$ cat config.mk
export PLATFORM = sky130hd
export DESIGN_NAME = decoder_scan_sequencer_flat
export DESIGN_NICKNAME = d
export VERILOG_FILES = /design/src/rtl/decoder_scan_if.sv /design/src/rtl/decoder_scan_sequencer.sv /design/src/flat_wrapper.sv
export SDC_FILE = /design/constraint.sdc
export NUM_CORES = 1
export LEC_CHECK = 0
export BUFFER_PORTS_ARGS = -buffer_cell sky130_fd_sc_hd__buf_2
export CORE_ASPECT_RATIO = 1.5
export CORE_MARGIN = 10
export CORE_UTILIZATION = 55
export CTS_CLUSTER_SIZE = 14
export DETAILED_ROUTE_END_ITERATION = 8
export GPL_TIMING_DRIVEN = 0
export HOLD_SLACK_MARGIN = 0.02
export PLACE_DENSITY = 0.83
export SKIP_CTS_REPAIR_TIMING = 1
export SKIP_LAST_GASP = 1
export SLEW_MARGIN = 30
export SYNTH_ARGS = -nofsm -noshare
export SYNTH_HDL_FRONTEND = slang
export SYNTH_SLANG_ARGS = --single-unit
$ cat constraint.sdc
create_clock -name clk -period 2.35 [get_ports clk]
set_input_delay 0.47 -clock clk [delete_from_list [all_inputs] [get_ports clk]]
set_output_delay 0.47 -clock clk [all_outputs]
set_load 0.01 [all_outputs]
$ cat src/rtl/decoder_scan_if.sv
// Control/status bundle between a scan controller and decoder_scan_sequencer.
// master drives start/stop/mode/mask; slave (the sequencer) drives sel and status.
interface decoder_scan_if;
   logic       start;
   logic       stop;
   logic       continuous;
   logic [7:0] mask;
   logic [2:0] sel;
   logic       sel_valid;
   logic       busy;
   logic       done;
   logic       wrap;

   modport master (
      output start, stop, continuous, mask,
      input  sel, sel_valid, busy, done, wrap
   );

   modport slave (
      input  start, stop, continuous, mask,
      output sel, sel_valid, busy, done, wrap
   );
endinterface

$ cat src/rtl/decoder_scan_sequencer.sv
// Walks a 3-bit decoder select through the enabled channels in ascending order,
// holding each for DWELL clocks; single-sweep or continuous, with start/stop control.
module decoder_scan_sequencer #(
   parameter int DWELL = 4,
   parameter int CNT_W = 8
) (
   input  logic                 clk,
   input  logic                 rst,
   decoder_scan_if.slave        bus
);

   typedef enum logic [0:0] {
      ST_IDLE = 1'b0,
      ST_SCAN = 1'b1
   } state_t;

   localparam logic [CNT_W-1:0] RELOAD  = CNT_W'(DWELL - 1);
   localparam logic [CNT_W-1:0] CNT_ONE = CNT_W'(1);

   state_t           state_q, state_d;
   logic [2:0]       sel_q, sel_d;
   logic             sel_valid_q, sel_valid_d;
   logic             busy_q, busy_d;
   logic             done_q, done_d;
   logic             wrap_q, wrap_d;
   logic [CNT_W-1:0] cnt_q, cnt_d;
   logic [7:0]       mask_q, mask_d;
   logic [3:0]       next_s;

   function automatic logic [2:0] lowest_set(input logic [7:0] m);
      logic [2:0] idx;
      idx = 3'd0;
      for (int i = 7; i >= 0; i--) begin
         if (m[i]) begin
            idx = 3'(i);
         end
      end
      return idx;
   endfunction

   // {found, index} of the lowest set bit strictly above cur
   function automatic logic [3:0] next_set(input logic [7:0] m, input logic [2:0] cur);
      logic [3:0] res;
      res = 4'd0;
      for (int i = 7; i >= 0; i--) begin
         if (m[i] && (i > int'(cur))) begin
            res = {1'b1, 3'(i)};
         end
      end
      return res;
   endfunction

   assign next_s = next_set(mask_q, sel_q);

   always_comb begin
      state_d     = state_q;
      sel_d       = sel_q;
      sel_valid_d = sel_valid_q;
      busy_d      = busy_q;
      done_d      = 1'b0;
      wrap_d      = 1'b0;
      cnt_d       = cnt_q;
      mask_d      = mask_q;
      case (state_q)
         ST_IDLE: begin
            if (bus.start && !bus.stop) begin
               if (bus.mask != 8'd0) begin
                  mask_d      = bus.mask;
                  sel_d       = lowest_set(bus.mask);
                  sel_valid_d = 1'b1;
                  busy_d      = 1'b1;
                  cnt_d       = RELOAD;
                  state_d     = ST_SCAN;
               end else begin
                  done_d = 1'b1;
               end
            end else begin
               state_d = ST_IDLE;
            end
         end
         ST_SCAN: begin
            // stop takes priority over any channel advance or sweep end
            if (bus.stop) begin
               state_d     = ST_IDLE;
               sel_valid_d = 1'b0;
               busy_d      = 1'b0;
            end else if (cnt_q != {CNT_W{1'b0}}) begin
               cnt_d = cnt_q - CNT_ONE;
            end else if (next_s[3]) begin
               sel_d = next_s[2:0];
               cnt_d = RELOAD;
            end else if (bus.continuous && (bus.mask != 8'd0)) begin
               mask_d = bus.mask;
               sel_d  = lowest_set(bus.mask);
               wrap_d = 1'b1;
               cnt_d  = RELOAD;
            end else begin
               if (bus.continuous) begin
                  mask_d = bus.mask;
               end else begin
                  mask_d = mask_q;
               end
               state_d     = ST_IDLE;
               sel_valid_d = 1'b0;
               busy_d      = 1'b0;
               done_d      = 1'b1;
            end
         end
         default: begin
            state_d     = ST_IDLE;
            sel_valid_d = 1'b0;
            busy_d      = 1'b0;
         end
      endcase
   end

   always_ff @(posedge clk) begin
      if (rst) begin
         state_q     <= ST_IDLE;
         sel_q       <= 3'd0;
         sel_valid_q <= 1'b0;
         busy_q      <= 1'b0;
         done_q      <= 1'b0;
         wrap_q      <= 1'b0;
         cnt_q       <= {CNT_W{1'b0}};
         mask_q      <= 8'd0;
      end else begin
         state_q     <= state_d;
         sel_q       <= sel_d;
         sel_valid_q <= sel_valid_d;
         busy_q      <= busy_d;
         done_q      <= done_d;
         wrap_q      <= wrap_d;
         cnt_q       <= cnt_d;
         mask_q      <= mask_d;
      end
   end

   assign bus.sel       = sel_q;
   assign bus.sel_valid = sel_valid_q;
   assign bus.busy      = busy_q;
   assign bus.done      = done_q;
   assign bus.wrap      = wrap_q;

endmodule

$ cat src/flat_wrapper.sv
// flat-port wrapper written by rule: the top's interface ports become plain ports
module decoder_scan_sequencer_flat 
#(
   parameter int DWELL = 4,
   parameter int CNT_W = 8
)
  (clk, rst, bus_start, bus_stop, bus_continuous, bus_mask, bus_sel, bus_sel_valid, bus_busy, bus_done, bus_wrap);
  decoder_scan_if bus_i ();
  input  logic clk;
  input  logic rst;
  input wire logic [$bits(bus_i.start)-1:0] bus_start;
  input wire logic [$bits(bus_i.stop)-1:0] bus_stop;
  input wire logic [$bits(bus_i.continuous)-1:0] bus_continuous;
  input wire logic [$bits(bus_i.mask)-1:0] bus_mask;
  output wire logic [$bits(bus_i.sel)-1:0] bus_sel;
  output wire logic [$bits(bus_i.sel_valid)-1:0] bus_sel_valid;
  output wire logic [$bits(bus_i.busy)-1:0] bus_busy;
  output wire logic [$bits(bus_i.done)-1:0] bus_done;
  output wire logic [$bits(bus_i.wrap)-1:0] bus_wrap;
  assign bus_i.start = bus_start;
  assign bus_i.stop = bus_stop;
  assign bus_i.continuous = bus_continuous;
  assign bus_i.mask = bus_mask;
  assign bus_sel = bus_i.sel;
  assign bus_sel_valid = bus_i.sel_valid;
  assign bus_busy = bus_i.busy;
  assign bus_done = bus_i.done;
  assign bus_wrap = bus_i.wrap;
  decoder_scan_sequencer #(.DWELL(DWELL), .CNT_W(CNT_W)) u_core (.clk(clk), .rst(rst), .bus(bus_i));
endmodule
# Word-level counts from Yosys, hierarchy flattened

Cells that the tools add are included.

Bits in read-only memories: 0
Memory bits (writable): 0
Input port bits: 13
Word-level logic and storage cells: 102
Memories kept: 0
Latch bits: 0
Register bits: 23

Shifts and indexed selects: 0
Bitwise gates (word level): 1
Order comparisons: 7
Add/sub/neg operators: 1
Equality and inequality tests: 11
Div/mod/pow operators: 0
Muxes and demuxes: 58
Reduce and logical (&&, ||, !) cells: 17
$mul: 0

Operator list:

| kind                                                                     | count |
|---|---|
| 8-bit 2-to-1 mux                                                         | 13 |
| 3-bit 2-to-1 mux                                                         | 14 |
| 8-bit case mux with 2 select lines                                       | 2 |
| 4-bit 2-to-1 mux                                                         | 7 |
| 1-bit 2-to-1 mux                                                         | 18 |
| 8-bit nonzero test                                                       | 2 |
| 3-bit inequality test (second input constant)                            | 5 |
| 3-bit > comparator (first input constant)                                | 4 |
| 5-bit AND reduction                                                      | 2 |
| 1-bit logical AND                                                        | 9 |
| 8-bit by 1-bit subtractor with 8-bit output (second input constant)      | 1 |
| 2-bit by 3-bit > comparator with 1-bit output (first input constant)     | 2 |
| 2-bit inequality test (second input constant)                            | 3 |
| 1-bit case mux with 2 select lines                                       | 3 |
| 3-bit case mux with 2 select lines                                       | 1 |
| 6-bit AND reduction                                                      | 1 |
| 5-bit OR reduction                                                       | 1 |
| 2-bit by 1-bit inequality test with 1-bit output (second input constant) | 2 |
| 4-bit inequality test (second input constant)                            | 1 |
| 4-bit AND reduction                                                      | 1 |
| 1-bit by 3-bit > comparator with 1-bit output (first input constant)     | 1 |
| 1-bit logical NOT                                                        | 1 |
| 1-bit inverter                                                           | 1 |

# Logic depth before layout (Yosys ltp)

Word-level depth: 13
Gate-level depth with buffers: 8

# Worst setup path after synthesis

Ideal clock, no wire load.

Kind: reg2reg
Start: register u_core.sel_q[1] (netlist: u_core.bus.sel[1])
End: register u_core.cnt_q[4]
Setup slack: 0.237 ns
Arrival time: 2.042 ns
Library setup time: 0.072 ns
Cell stages (with the launch flop): 8
Cell sequence: dfxtp_1 buf_2 nor3b_1 and4bb_2 o211ai_1 o21ai_4 a2111oi_0 mux2i_1

Word-level cells in the longest chain between the ends: 13
Elaborated cells on any way between the ends: 27
Those cells by class: order compare: 7; eq/ne: 1; mux: 11; reduce/logical: 8

Ends and longest elaborated chain:

| element                            | line                          | source |
|---|---|---|
| start: declaration                 | decoder_scan_sequencer.sv:21  | `logic [2:0] sel_q, sel_d;` |
| start signal: assignment           | decoder_scan_sequencer.sv:129 | `sel_q <= sel_d;` |
| 3-bit > comparator                 | decoder_scan_sequencer.sv:46  | `if (m[i] && (i > int'(cur))) begin` |
| 1-bit logical AND                  | decoder_scan_sequencer.sv:46  |  |
| 4-bit 2-to-1 mux (6 in series)     | decoder_scan_sequencer.sv:46  |  |
| 4-bit 2-to-1 mux *                 | decoder_scan_sequencer.sv:46  |  |
| 8-bit 2-to-1 mux                   | decoder_scan_sequencer.sv:89  | `end else if (next_s[3]) begin` |
| 8-bit 2-to-1 mux                   | decoder_scan_sequencer.sv:87  | `end else if (cnt_q != {CNT_W{1'b0}}) begin` |
| 8-bit 2-to-1 mux                   | decoder_scan_sequencer.sv:83  | `if (bus.stop) begin` |
| 8-bit case mux with 2 select lines | decoder_scan_sequencer.sv:64  | `case (state_q)` |
| end signal: assignment             | decoder_scan_sequencer.sv:125 | `cnt_q <= {CNT_W{1'b0}};` |
| end signal: assignment             | decoder_scan_sequencer.sv:134 | `cnt_q <= cnt_d;` |
| end: declaration                   | decoder_scan_sequencer.sv:26  | `logic [CNT_W-1:0] cnt_q, cnt_d;` |

Mark *: on every way between the ends. The rest lies on a longest branch, timed or not. The select of a mux whose other input is x is not followed.
A chain may end at the register's enable or synchronous reset.

# Worst setup path in the final report

Start: register u_core.cnt_q[2]
End: register u_core.sel_q[0] (netlist: u_core.bus.sel[0])

Word-level cells in the longest chain between the ends: 3

Ends and longest elaborated chain:

| element                         | line |
|---|---|
| 8-bit nonzero test              | decoder_scan_sequencer.sv:87 |
| 2-bit inequality test (no line) | -- |
| 5-bit AND reduction (no line)   | -- |

No other way between the ends.

==> impl_metrics.ini <==
[run_status]
outcome = finished, final reports clean

[detailed_routing]
drcViolationCount = 0
wirelength_um = 3030
ant_nets = 0
first_pass_iters = 4
via_per_inst = 6.00
drt-initial-drc-count = 28
wl_per_cell_um = 14.6
dr_total_vias = 1247

[floorplanning]
initial_core_util = 0.561
die_area_um2 = 4900
rows = 22
die_y_um = 80.9
die_w_um = 60.6
num_io_pins = 20
fp.coreArea_um2 = 2420

[sta]
holdWs_ns = 0.376
final_max_slew_viol_count = 0
period_minus_slack_ns = 2.21
setup_violations = 0
hold_viol = 0
fin_crit_sh = 0.939
fmax_mhz = 453
layout_setup_ws_ns = 0.142
skew_ns = 0.0126
worst_pin_slew_ns = 0.874
max_slew_margin = 0.416

[setup_path]
reg2reg_to = u_core.bus.sel[0]$_SDFFE_PP0P_
crit_required_ns = 2.57
end_kind = flop
crit_path_max_fanout = 6
r2r_start = u_core.cnt_q[2]$_SDFFE_PP0P_
cp.depth = 6
path_buf_inv = 0
cp_slowest_stage_delay_ns = 0.59
arrival_ns = 2.43
startpoint_type = flop
crit_family = simple AND/OR/NAND/NOR gates
worstPathCellList = or4_4 > nor4b_4 > a21oi_2 > a41oi_2 > o21ai_0 > o221a_2
crit_path_top_delay_cell = or4_4
critPathKind = flop to flop
worst_r2r_path_depth = 6
r2r_slack_ns = 0.14

[clock_tree]
cts_buffers = 3
clk_latency_ns = 0.32
cts_sinks = 22
clkTransAtPathRegs_ns = 0.13
tritoncts = yes
htreeDepth = 1
cts-root-buf = clkbuf_4
cts.path.max_buffers = 2

[placement]
hpwlAfterDp_um = 2420
dp_slack_ns = -0.0249
io_buffers = 19
place.gp.congestion = 0.857
dpl.cell_count = 201

[cells_and_area]
area_growth_pct = 15.7
antenna_cells = 0
final_cell_count_no_fill = 208
fin_util = 0.650
nNetsFinal = 200
layout-drive-gt1-share = 0.255

[logic_synthesis]
synthArstFlopShare = 0
yosysTopAreaCell = dfxtp_1
synth_ff_type = dfxtp_1
synth-seq-cells = 22
synth_area_um2 = 1360
synth_area_per_cell_um2 = 8.61
yosysWarnings = 0
synth_top_area_share = 0.324
syn_nets = 173
yosysUniqueCellTypes = 48
synth_top_cells_by_area = dfxtp_1 32%, mux2i_1 9.6%, nor2_1 4.7%
synth-edff-count = 0
synth_cells = 158
yosysSeqAreaShare = 0.324

[worst_hold_path]
min_to = u_core.state_q$_SDFF_PP0_
min_from = bus_stop
worstHoldPathType = input port to flop
min_path_cells = 2

[power_and_ir_drop]
leakagePower_nw = 0.685
total_power_mw = 1.01
pwr_density_cell_nw_per_um2 = 644
ir_drop_uv = 523

[global_route]
grt_pass1_wl_um = 4970
grt_usage = 0.126
antenna_found_initial = 0
grt_max_degree = 14
grt_pass1_vias = 1178
grt_overflow = 0

[job]
cap_viol_max_count = 0
-- worst register-to-register path, stage by stage, from the launching register on --
cell     delay (ns)
dfxtp_1        0.37
or4_4          0.59
nor4b_4        0.33
a21oi_2        0.14
a41oi_2        0.32
o21ai_0        0.14
o221a_2        0.24
-- cell usage after synthesis, types with 2 or more instances --
| cell type | n |
|---|---|
| dfxtp_1 | 22 |
| a2111oi_0 | 2 |
| nor4_1 | 2 |
| o21ai_0 | 3 |
| a21bo_2 | 2 |
| clkbuf_1 | 4 |
| nor3_1 | 5 |
| buf_2 | 2 |
| o2bb2ai_1 | 2 |
| a311oi_1 | 2 |
| nor2b_1 | 4 |
| nand2b_1 | 8 |
| ha_1 | 2 |
| nor2_1 | 17 |
| o211a_1 | 2 |
| a21oi_1 | 7 |
| mux2i_1 | 13 |
| nand2_1 | 14 |
| a211oi_1 | 7 |
| inv_1 | 9 |
| o21bai_1 | 2 |
-- area by class of cell --
class,count,area (µm²)
Timing Repair Buffer,22,118
Inverter,9,33.8
Fill cell,208,848
Sequential cell,22,440
Clock inverter,1,30.0
Clock buffer,3,22.5
Buffer,8,45.0
Tap cell,24,30.0
Multi-Input combinational cell,119,855
-- worst max-delay path by stage --
stage                                    from                              to  slack (ns)
3_5_place_dp                      bus_mask[6]  u_core.bus.sel[0]$_SDFFE_PP0P_       -0.02
4_1_cts        u_core.bus.sel[1]$_SDFFE_PP0P_    u_core.cnt_q[4]$_SDFFE_PP0P_        0.01
3_3_place_gp                      bus_mask[7]  u_core.bus.sel[0]$_SDFFE_PP0P_       -0.18
6_report         u_core.cnt_q[2]$_SDFFE_PP0P_  u_core.bus.sel[0]$_SDFFE_PP0P_        0.14
2_1_floorplan  u_core.bus.sel[1]$_SDFFE_PP0P_    u_core.cnt_q[4]$_SDFFE_PP0P_        0.24
5_1_grt        u_core.bus.sel[2]$_SDFFE_PP0P_   u_core.mask_q[2]$_SDFFE_PP0P_       -0.02
-- cells by family (layout without fill, tap and decap cells) --
kind of cell / after synthesis / after routing / synth area share
simple gates: 62 / 62 / 0.254
fa+ha+maj: 2 / 2 / 0.0184
flops: 22 / 22 / 0.324
mux: 14 / 14 / 0.104
compound gates: 41 / 41 / 0.243
buf+inv: 17 / 43 / 0.0570
-- through the flow --
stage	TNS (ns)	instance area [µm²]
3_5_place_dp	-0.0786	1490
2_1_floorplan	0	1360
6_report	0	1570
5_1_grt	-0.0469	1570
3_3_place_gp	-1.65	1490
4_1_cts	0	1540
-- layout by cell type, fill, tap and decap left out, types with 2 or more instances in the layout --
| cell | netlist | final |
|---|---|---|
| a2111oi_2 | 0 | 2 |
| a211oi_1 | 7 | 7 |
| a21bo_2 | 2 | 2 |
| a21oi_1 | 7 | 7 |
| a311oi_1 | 2 | 2 |
| buf_2 | 2 | 22 |
| buf_4 | 1 | 4 |
| clkbuf_1 | 4 | 3 |
| clkbuf_4 | 0 | 3 |
| dfxtp_1 | 22 | 22 |
| ha_1 | 2 | 2 |
| inv_1 | 9 | 9 |
| mux2i_1 | 13 | 13 |
| nand2_1 | 14 | 14 |
| nand2b_1 | 8 | 8 |
| nor2_1 | 17 | 17 |
| nor2b_1 | 4 | 4 |
| nor3_1 | 5 | 5 |
| nor4_1 | 2 | 2 |
| o211a_1 | 2 | 2 |
| o21ai_0 | 3 | 3 |
| o21bai_1 | 2 | 2 |
| o2bb2ai_1 | 2 | 2 |
-- per-layer routing --
layer  share of wire  global-route usage  vias to the layer above
met4           0.019              0.0595                        0
met3           0.046              0.0296                        8
met1            0.38               0.113                      578
met2            0.55               0.248                       32
li1                -                   -                      629
met5               0                   0                        -
-- sequential cells by signal, indices dropped and copies added, names as in the netlist --
name                  count
u_core.cnt_q              8
u_core.mask_q             7
u_core.bus.sel            3
u_core.bus.done           1
u_core.bus.sel_valid      1
u_core.bus.wrap           1
u_core.state_q            1
-- report_power, final --
group,internal [mW],leakage (nW),switching (mW)
Combinational,0.143,0.477,0.153
Clock,0.173,0.0279,0.118
Sequential,0.400,0.180,0.0257
No activity file was read; power rests on OpenSTA's default activity.
